## config.mk

```make
export PLATFORM = sky130hd
export DESIGN_NAME = psp_mem_arbiter
export DESIGN_NICKNAME = d
export VERILOG_FILES = /design/src/rtl/psp_mem_arbiter.sv
export SDC_FILE = /design/constraint.sdc
export NUM_CORES = 1
export LEC_CHECK = 0
export ABC_AREA = 1
export CORE_MARGIN = 5
export CORE_UTILIZATION = 40
export CTS_CLUSTER_DIAMETER = 150
export CTS_CLUSTER_SIZE = 14
export DETAILED_ROUTE_END_ITERATION = 10
export GPL_ROUTABILITY_DRIVEN = 0
export GPL_TIMING_DRIVEN = 0
export MAX_ROUTING_LAYER = met4
export PLACE_DENSITY_LB_ADDON = 0.25
export SYNTH_ARGS = -nofsm -noshare
export SYNTH_HDL_FRONTEND = slang
export SYNTH_SLANG_ARGS = --single-unit
```

## constraint.sdc

```tcl
create_clock -name clk -period 5.3 [get_ports clk]
set_clock_uncertainty 0.1 [all_clocks]
set_input_delay 1.325 -clock clk [delete_from_list [all_inputs] [get_ports clk]]
set_output_delay 1.325 -clock clk [all_outputs]
set_load 0.05 [all_outputs]
```

## src/rtl/psp_mem_arbiter.sv

```systemverilog
// rtl/psp_mem_arbiter.sv - shares the PSP memory port between fetch and load/store requesters
module psp_mem_arbiter #(
   parameter int ADDR_W       = 32,
   parameter int DATA_W       = 32,
   parameter int STARVE_LIMIT = 4,
   parameter int TIMEOUT      = 1023
) (
   input  logic                clk,
   input  logic                reset_n,
   input  logic                i_read,
   input  logic [ADDR_W-1:0]   i_addr,
   output logic [DATA_W-1:0]   i_rdata,
   output logic                i_resp,
   input  logic                d_read,
   input  logic                d_write,
   input  logic [ADDR_W-1:0]   d_addr,
   input  logic [DATA_W-1:0]   d_wdata,
   input  logic [DATA_W/8-1:0] d_wmask,
   output logic [DATA_W-1:0]   d_rdata,
   output logic                d_resp,
   output logic                mem_read,
   output logic                mem_write,
   output logic [ADDR_W-1:0]   mem_addr,
   output logic [DATA_W-1:0]   mem_wdata,
   output logic [DATA_W/8-1:0] mem_wmask,
   input  logic [DATA_W-1:0]   mem_rdata,
   input  logic                mem_resp,
   output logic                busy,
   output logic                timeout_err,
   output logic                proto_err
);

   // Counter only has to reach TIMEOUT-1: the abort fires in the busy cycle
   // that would otherwise be the TIMEOUT-th cycle without a response.
   localparam int              TW    = (TIMEOUT < 2) ? 1 : $clog2(TIMEOUT);
   localparam logic [TW-1:0]   TLAST = TW'((TIMEOUT == 0) ? 0 : TIMEOUT - 1);
   localparam logic [3:0]      SLIM  = 4'(STARVE_LIMIT);

   typedef enum logic [1:0] {IDLE, BUSY_I, BUSY_D} state_t;

   state_t          state, state_nx;
   logic [3:0]      streak;
   logic [TW-1:0]   tcnt;
   logic            d_pend;
   logic            grant_d;
   logic            grant_i;
   logic            to_fire;
   logic            done;

   // Grant decision, timeout detection and next-state selection
   always_comb begin
      state_nx = state;
      d_pend   = d_read | d_write;
      grant_d  = (state == IDLE) && d_pend && (!i_read || (streak != SLIM));
      grant_i  = (state == IDLE) && i_read && !grant_d;
      to_fire  = (TIMEOUT != 0) && (state != IDLE) && !mem_resp && (tcnt == TLAST);
      done     = (state != IDLE) && (mem_resp || to_fire);
      case (state)
         IDLE: begin
            if (grant_d)
               state_nx = BUSY_D;
            else if (grant_i)
               state_nx = BUSY_I;
         end
         BUSY_I, BUSY_D: begin
            if (done)
               state_nx = IDLE;
         end
         default: state_nx = IDLE;
      endcase
   end

   // State register
   always_ff @(posedge clk) begin
      if (!reset_n)
         state <= IDLE;
      else
         state <= state_nx;
   end

   // Grant latches, strobes, starvation streak, timeout counter and sticky errors
   always_ff @(posedge clk) begin
      if (!reset_n) begin
         mem_read    <= 1'b0;
         mem_write   <= 1'b0;
         mem_addr    <= '0;
         mem_wdata   <= '0;
         mem_wmask   <= '0;
         streak      <= 4'd0;
         tcnt        <= '0;
         timeout_err <= 1'b0;
         proto_err   <= 1'b0;
      end else begin
         if (grant_d) begin
            // A write wins when both directions are asserted
            mem_addr  <= d_addr;
            mem_wdata <= d_write ? d_wdata : '0;
            mem_wmask <= d_write ? d_wmask : '0;
            mem_write <= d_write;
            mem_read  <= !d_write;
            if (d_read && d_write)
               proto_err <= 1'b1;
            if (i_read)
               streak <= (streak == SLIM) ? SLIM : streak + 4'd1;
            else
               streak <= 4'd0;
         end else if (grant_i) begin
            mem_addr  <= i_addr;
            mem_wdata <= '0;
            mem_wmask <= '0;
            mem_read  <= 1'b1;
            mem_write <= 1'b0;
            streak    <= 4'd0;
         end else if (done) begin
            mem_read  <= 1'b0;
            mem_write <= 1'b0;
         end
         if (state == IDLE)
            tcnt <= '0;
         else if (!mem_resp)
            tcnt <= tcnt + 1'b1;
         if (to_fire)
            timeout_err <= 1'b1;
      end
   end

   // Responses pass straight through to the owner; an abort returns zero data
   always_comb begin
      busy    = (state != IDLE);
      i_resp  = (state == BUSY_I) && (mem_resp || to_fire);
      d_resp  = (state == BUSY_D) && (mem_resp || to_fire);
      i_rdata = ((state == BUSY_I) && !to_fire) ? mem_rdata : '0;
      d_rdata = ((state == BUSY_D) && !to_fire) ? mem_rdata : '0;
   end

endmodule

```

# Word-level counts from Yosys, hierarchy flattened
# Index checks and enable logic that the tools add are counted.
dict set report classes {
  n_mux 22
  addsub 2
  n_bitwise 2
  eq_ne 7
  n_reduce_logical 27
}
# cell count
set op_table {}
lappend op_table {{32-bit two-way mux} 7}
lappend op_table {{4-bit two-way mux} 6}
lappend op_table {{1-bit logical AND} 12}
lappend op_table {{10-bit by 1-bit adder with 10-bit output (second input constant)} 1}
lappend op_table {{10-bit == test (second input constant)} 1}
lappend op_table {{2-bit two-way mux} 3}
lappend op_table {{1-bit zero test} 5}
lappend op_table {{1-bit two-way mux} 5}
lappend op_table {{4-bit by 1-bit adder with 4-bit output (second input constant)} 1}
lappend op_table {{4-bit by 3-bit == test with 1-bit output (second input constant)} 1}
lappend op_table {{4-bit by 3-bit != test with 1-bit output (second input constant)} 1}
lappend op_table {{2-bit one-hot mux with 2 select lines} 1}
lappend op_table {{2-bit AND reduction} 2}
lappend op_table {{2-bit nonzero test} 2}
lappend op_table {{2-bit OR reduction} 2}
lappend op_table {{3-bit != test (second input constant)} 1}
lappend op_table {{3-bit nonzero test} 1}
lappend op_table {{2-bit by 1-bit == test with 1-bit output (second input constant)} 1}
lappend op_table {{2-bit == test (second input constant)} 1}
lappend op_table {{2-bit zero test} 1}
lappend op_table {{1-bit logical OR} 2}
lappend op_table {{2-bit != test (second input constant)} 1}
lappend op_table {{1-bit inverter} 1}
lappend op_table {{1-bit OR} 1}
dict set report totals {
  output_inout_bits 139
  reg_bits 88
  inputBits 138
  word_cells 70
}

# Longest topological paths before layout
dict set report logic_depth {
  word_depth 8
  mapped_depth 12
  mapped_depth_nobuf 11
}

# Worst setup path before layout
# No wires, ideal clock.
dict set report synth_timing {
  path_type {input to output}
  from {input mem_resp}
  to {output d_rdata[10]}
  n_path_buf 1
  setup_slack_ns 1.292
  required_time_ns 3.875
  path_stages 7
  arrival_ns 2.583
  cell_sequence {inv_1 > nand2_1 > nor2_1 > nand3_1 > nand2_1 > clkbuf_1 > nor2_1}
}
dict set report synth_between {
  elab_chain_len 6
}
# element line_no
set synth_lines {}
lappend synth_lines {{start, declared} 27} ;# input logic mem_resp,
lappend synth_lines {{1-bit zero test} --}
lappend synth_lines {{1-bit logical AND (2 in series)} 56} ;# to_fire = (TIMEOUT != 0) && (state != IDLE) && !mem_resp && (tcnt == TLAST);
lappend synth_lines {{1-bit zero test} 133} ;# d_rdata = ((state == BUSY_D) && !to_fire) ? mem_rdata : '0;
lappend synth_lines {{1-bit logical AND} 133}
lappend synth_lines {{32-bit two-way mux} 133}
lappend synth_lines {{end, declared} 19} ;# output logic [DATA_W-1:0] d_rdata,
# Every way passes these cells.

# Worst setup path in the final report
dict set report layout_timing {
  from {input mem_resp}
  to {output i_rdata[22]}
}
dict set report layout_between {
  elab_chain_len 6
}
# element line_no
set layout_lines {}
lappend layout_lines {{1-bit zero test} --}
lappend layout_lines {{1-bit logical AND (2 in series)} 56}
lappend layout_lines {{1-bit zero test} 132} ;# i_rdata = ((state == BUSY_I) && !to_fire) ? mem_rdata : '0;
lappend layout_lines {{1-bit logical AND} 132}
lappend layout_lines {{32-bit two-way mux} 132}
lappend layout_lines {{end, declared} 12} ;# output logic [DATA_W-1:0] i_rdata,
# Every way passes these cells.

==> summary by stage <==
Drt
The detailed-route vias per instance is 4.70. The post-route antenna net violation count is 0. The total routed wirelength is 15700 um.

The routed layout has 4934 vias. The first TritonRoute pass finished after 4 iterations. The average wire per cell in the routed design is 15.0 um. The detailed router finished its first iteration with 225 violations.

The number of remaining DRC errors is 0.

Clock network
In this run, CTS created clock tree buffers numbering 9. The count of H-tree levels built during CTS is 3. The number of buffers on the longest clock path is 2. CTS placed an instance of clkbuf_8 at the clock tree root. The CTS tree is built.

The clock net sink count is 88. The later pin in the worst-skew pair is clocked with a latency of 0.36 ns. The clock edge transition at the registers on the reported setup and hold paths is 0.08 ns.

The post-cts hold buffer count is 0.

GRT
The initial antenna violation count was 0. Global routing finished with a remaining overflow of 0. Global routing used 23.3% of the available tracks across all layers. The number of global-route vias before repair was 4969. The first global-routing pass estimated 24000 um of wire.

The pin count of the biggest net entering global routing is 14.

Setup path
The largest fanout on the critical path is 10. On the critical path the largest part of the delay comes from buffers and inverters. The signal on the critical path passes through clkdlybuf4s50_1 -> inv_1 -> nand2_1 -> nor2_1 -> nand3_1 -> nand2_1 -> clkbuf_1 -> nor2_1 -> clkdlybuf4s50_1. The required time at the endpoint of the critical path is 3.88 ns. The delay contributed by the slowest stage of the critical path is 0.72 ns. STA classifies the critical path endpoint as a primary output. The worst setup path is launched from an input pin. Among all stages on the critical path, the largest delay is contributed by clkdlybuf4s50_1. The critical path in this run is classified as in -> out. The number of buffers and inverters on the critical path is 4. At the worst endpoint, the arrival time is 3.64 ns.

Timing
The final worst slack is 0.233 ns. The number of hold violations in the final report was 0. For the finished layout, the period the worst path requires is 5.07 ns. For the final routed database, the setup TNS stands at 0 ns. Headroom to the max-slew limit came out at 55.7%. For the pin with the worst max-slew slack, the measured transition is 0.664 ns. Setup violations remaining at the end of the flow were counted as 0. The max-slew violation total from the final report is 0. After layout, the worst path uses 95.6% of the clock period. The worst-case hold slack is 0.357 ns. The peak clock frequency supported by timing is 197 MHz.

Setup repair after global routing left no endpoint under its margin.

Layout
The number of antenna diodes in the final layout is 0. With fillers left out, the area of the finished cells amounts to 0.00756 mm^2. The most common cell after layout, fill and taps aside is clkdlybuf4s50_1. The layout cell share with drive strength beyond 1 is 11.0%.

After the last flow step, the layout net total stands at 1049. In the layout the commonest cells are 272 x clkdlybuf4s50_1, 169 x nand2_1, 88 x dfxtp_1. The signed area change from the synthesized netlist to the final layout is 71.1%.

Yosys
When the netlist entered floorplanning its net count stood at 763. The post-synthesis instance total is 618. The average cell area after synthesis is 7.15 um^2.

The netlist uses 22 different library cells. The area share of the leading cell type in the synthesized netlist is 39.9%. The cell area that synthesis handed to floorplanning was 0.00442 mm^2.

After synthesis, flip-flops and latches occupy 39.9% of the total area. Counting flops and latches in the post-synthesis netlist gives 88. After synthesis, the cell types taking the most area are dfxtp_1 40%, nand2_1 14%, o211ai_2 9.1%. Yosys printed 0 warnings. Of all cell types, the one taking the most synthesized area is dfxtp_1.

Floorplan
The initial core utilization is 40.8%. In this run the standard cell core region covers 0.0108 mm^2. The floorplan has 38 rows. The overall die width is 115 um. The floorplan step set the die height to 115 um. The I/O pin count is 277. The floorplan step defined a die boundary enclosing 0.0132 mm^2.

Place
The wire-length estimate of the detail-placed layout is 12800 um. The placed cell area is 0.00735 mm^2. The count of buffers added on input and output ports is 275. At the placement stage, the worst setup path has a slack of 0.130 ns.

Job
The number of maximum-capacitance violations is 0.

Pwr
Across the VDD grid, the largest voltage drop is 0.000288 V. Summed over all cells, the static leakage comes to 3.36 nW. For this design the ratio of total power to cell area is 485 mW/mm^2.

Min path
The kind of path behind the tightest hold check is reg -> reg.

Run status
The flow ran to the end, and the final reports show no timing, DRC or antenna violations.
-- flip-flops by register name (all words and copies together) (netlist names), 2 cells and up --
register   cells
mem_addr      32
mem_wdata     32
tcnt          10
mem_wmask      4
streak         4
state          2
-- final timing paths --
kind | to | slack, ns | from | depth (start not counted)
min reg2reg | timeout_err | 0.36 | timeout_err | 2
min | timeout_err | 0.36 | timeout_err | 2
max | i_rdata[22] | 0.23 | mem_resp | 9
max reg2reg | mem_wdata[17] | 3.33 | state[0] | 10
-- worst reg2reg max path, stage by stage (launching register included) --
cell and delay, ns:
dfxtp_1 0.34, inv_1 0.08, ha_1 0.26, inv_2 0.08, nor2_2 0.16, nand2_4 0.12
nor2_1 0.18, buf_4 0.22, buf_6 0.15, nand2_1 0.06, a21oi_1 0.15
-- area by class of cell --
| type | instances | area [um^2] |
|---|---|---|
| fillers | 914 | 3280 |
| repair buffers | 275 | 2760 |
| multi-input cells | 403 | 2090 |
| flip-flops and latches | 88 | 1760 |
| inverters | 92 | 345 |
| plain buffers | 35 | 223 |
| well taps | 140 | 175 |
| clock buffers | 14 | 163 |
| clock inverters | 2 | 37.5 |
-- logic make-up after synthesis --
logic type / after synthesis / share of synthesized area, %
AOI/OAI and AO/OA: 93 / 16.0
xor gates and xnor gates: 1 / 0.198
and+or+nand+nor: 302 / 29.3
adders and majority gates: 7 / 1.98
DFF: 88 / 39.9
buffers and inverters: 127 / 12.7
-- per-stage QoR --
step / instances / utilization [%] / power (mW)
global route: 1049 / 69.7 / 3.87
detailed placement: 1033 / 67.8 / 3.22
global placement: 1033 / 67.8 / 3.17
floorplan: 618 / - / 2.46
CTS: 1049 / 69.6 / 3.70
finish: 1049 / 69.7 / 3.67
-- repair_timing --
item	4_1_cts	5_1_grt
buffers inserted	0	0
resized for setup	0	13
endpoints found under the setup margin	0	37
-- layer usage --
| metal | GRT usage (%) | routed length [um] | share of wire (%) | up-vias |
|---|---|---|---|---|
| li1 | - | - | - | 2489 |
| met5 | - | 0 | 0 | - |
| met2 | 42.4 | 8030 | 51 | 183 |
| met3 | 5.26 | 1170 | 7.5 | 30 |
| met1 | 24.6 | 6050 | 39 | 2232 |
| met4 | 8.45 | 440 | 2.8 | 0 |
-- where the power goes --
| part | internal, mW | leakage [nW] | switching, mW |
|---|---|---|---|
| registers | 0.802 | 0.722 | 0.0893 |
| logic | 0.774 | 2.54 | 1.53 |
| clock network | 0.245 | 0.0969 | 0.229 |
-- synthesized netlist by cell type --
cell      instances
nor2_1           85
xor2_1            1
clkbuf_1         10
nand2_1         169
inv_2             5
ha_1              7
buf_2            14
nor3_2            1
o21ai_0           7
nand2_2           1
buf_4             2
buf_6             8
a21oi_1          54
inv_1            87
nor2_2            1
nand2_4           1
dfxtp_1          88
nand3_2          17
nand3_1          24
nor3_1            3
buf_1             1
o211ai_2         32
No activity file was read; power rests on OpenSTA's default activity.
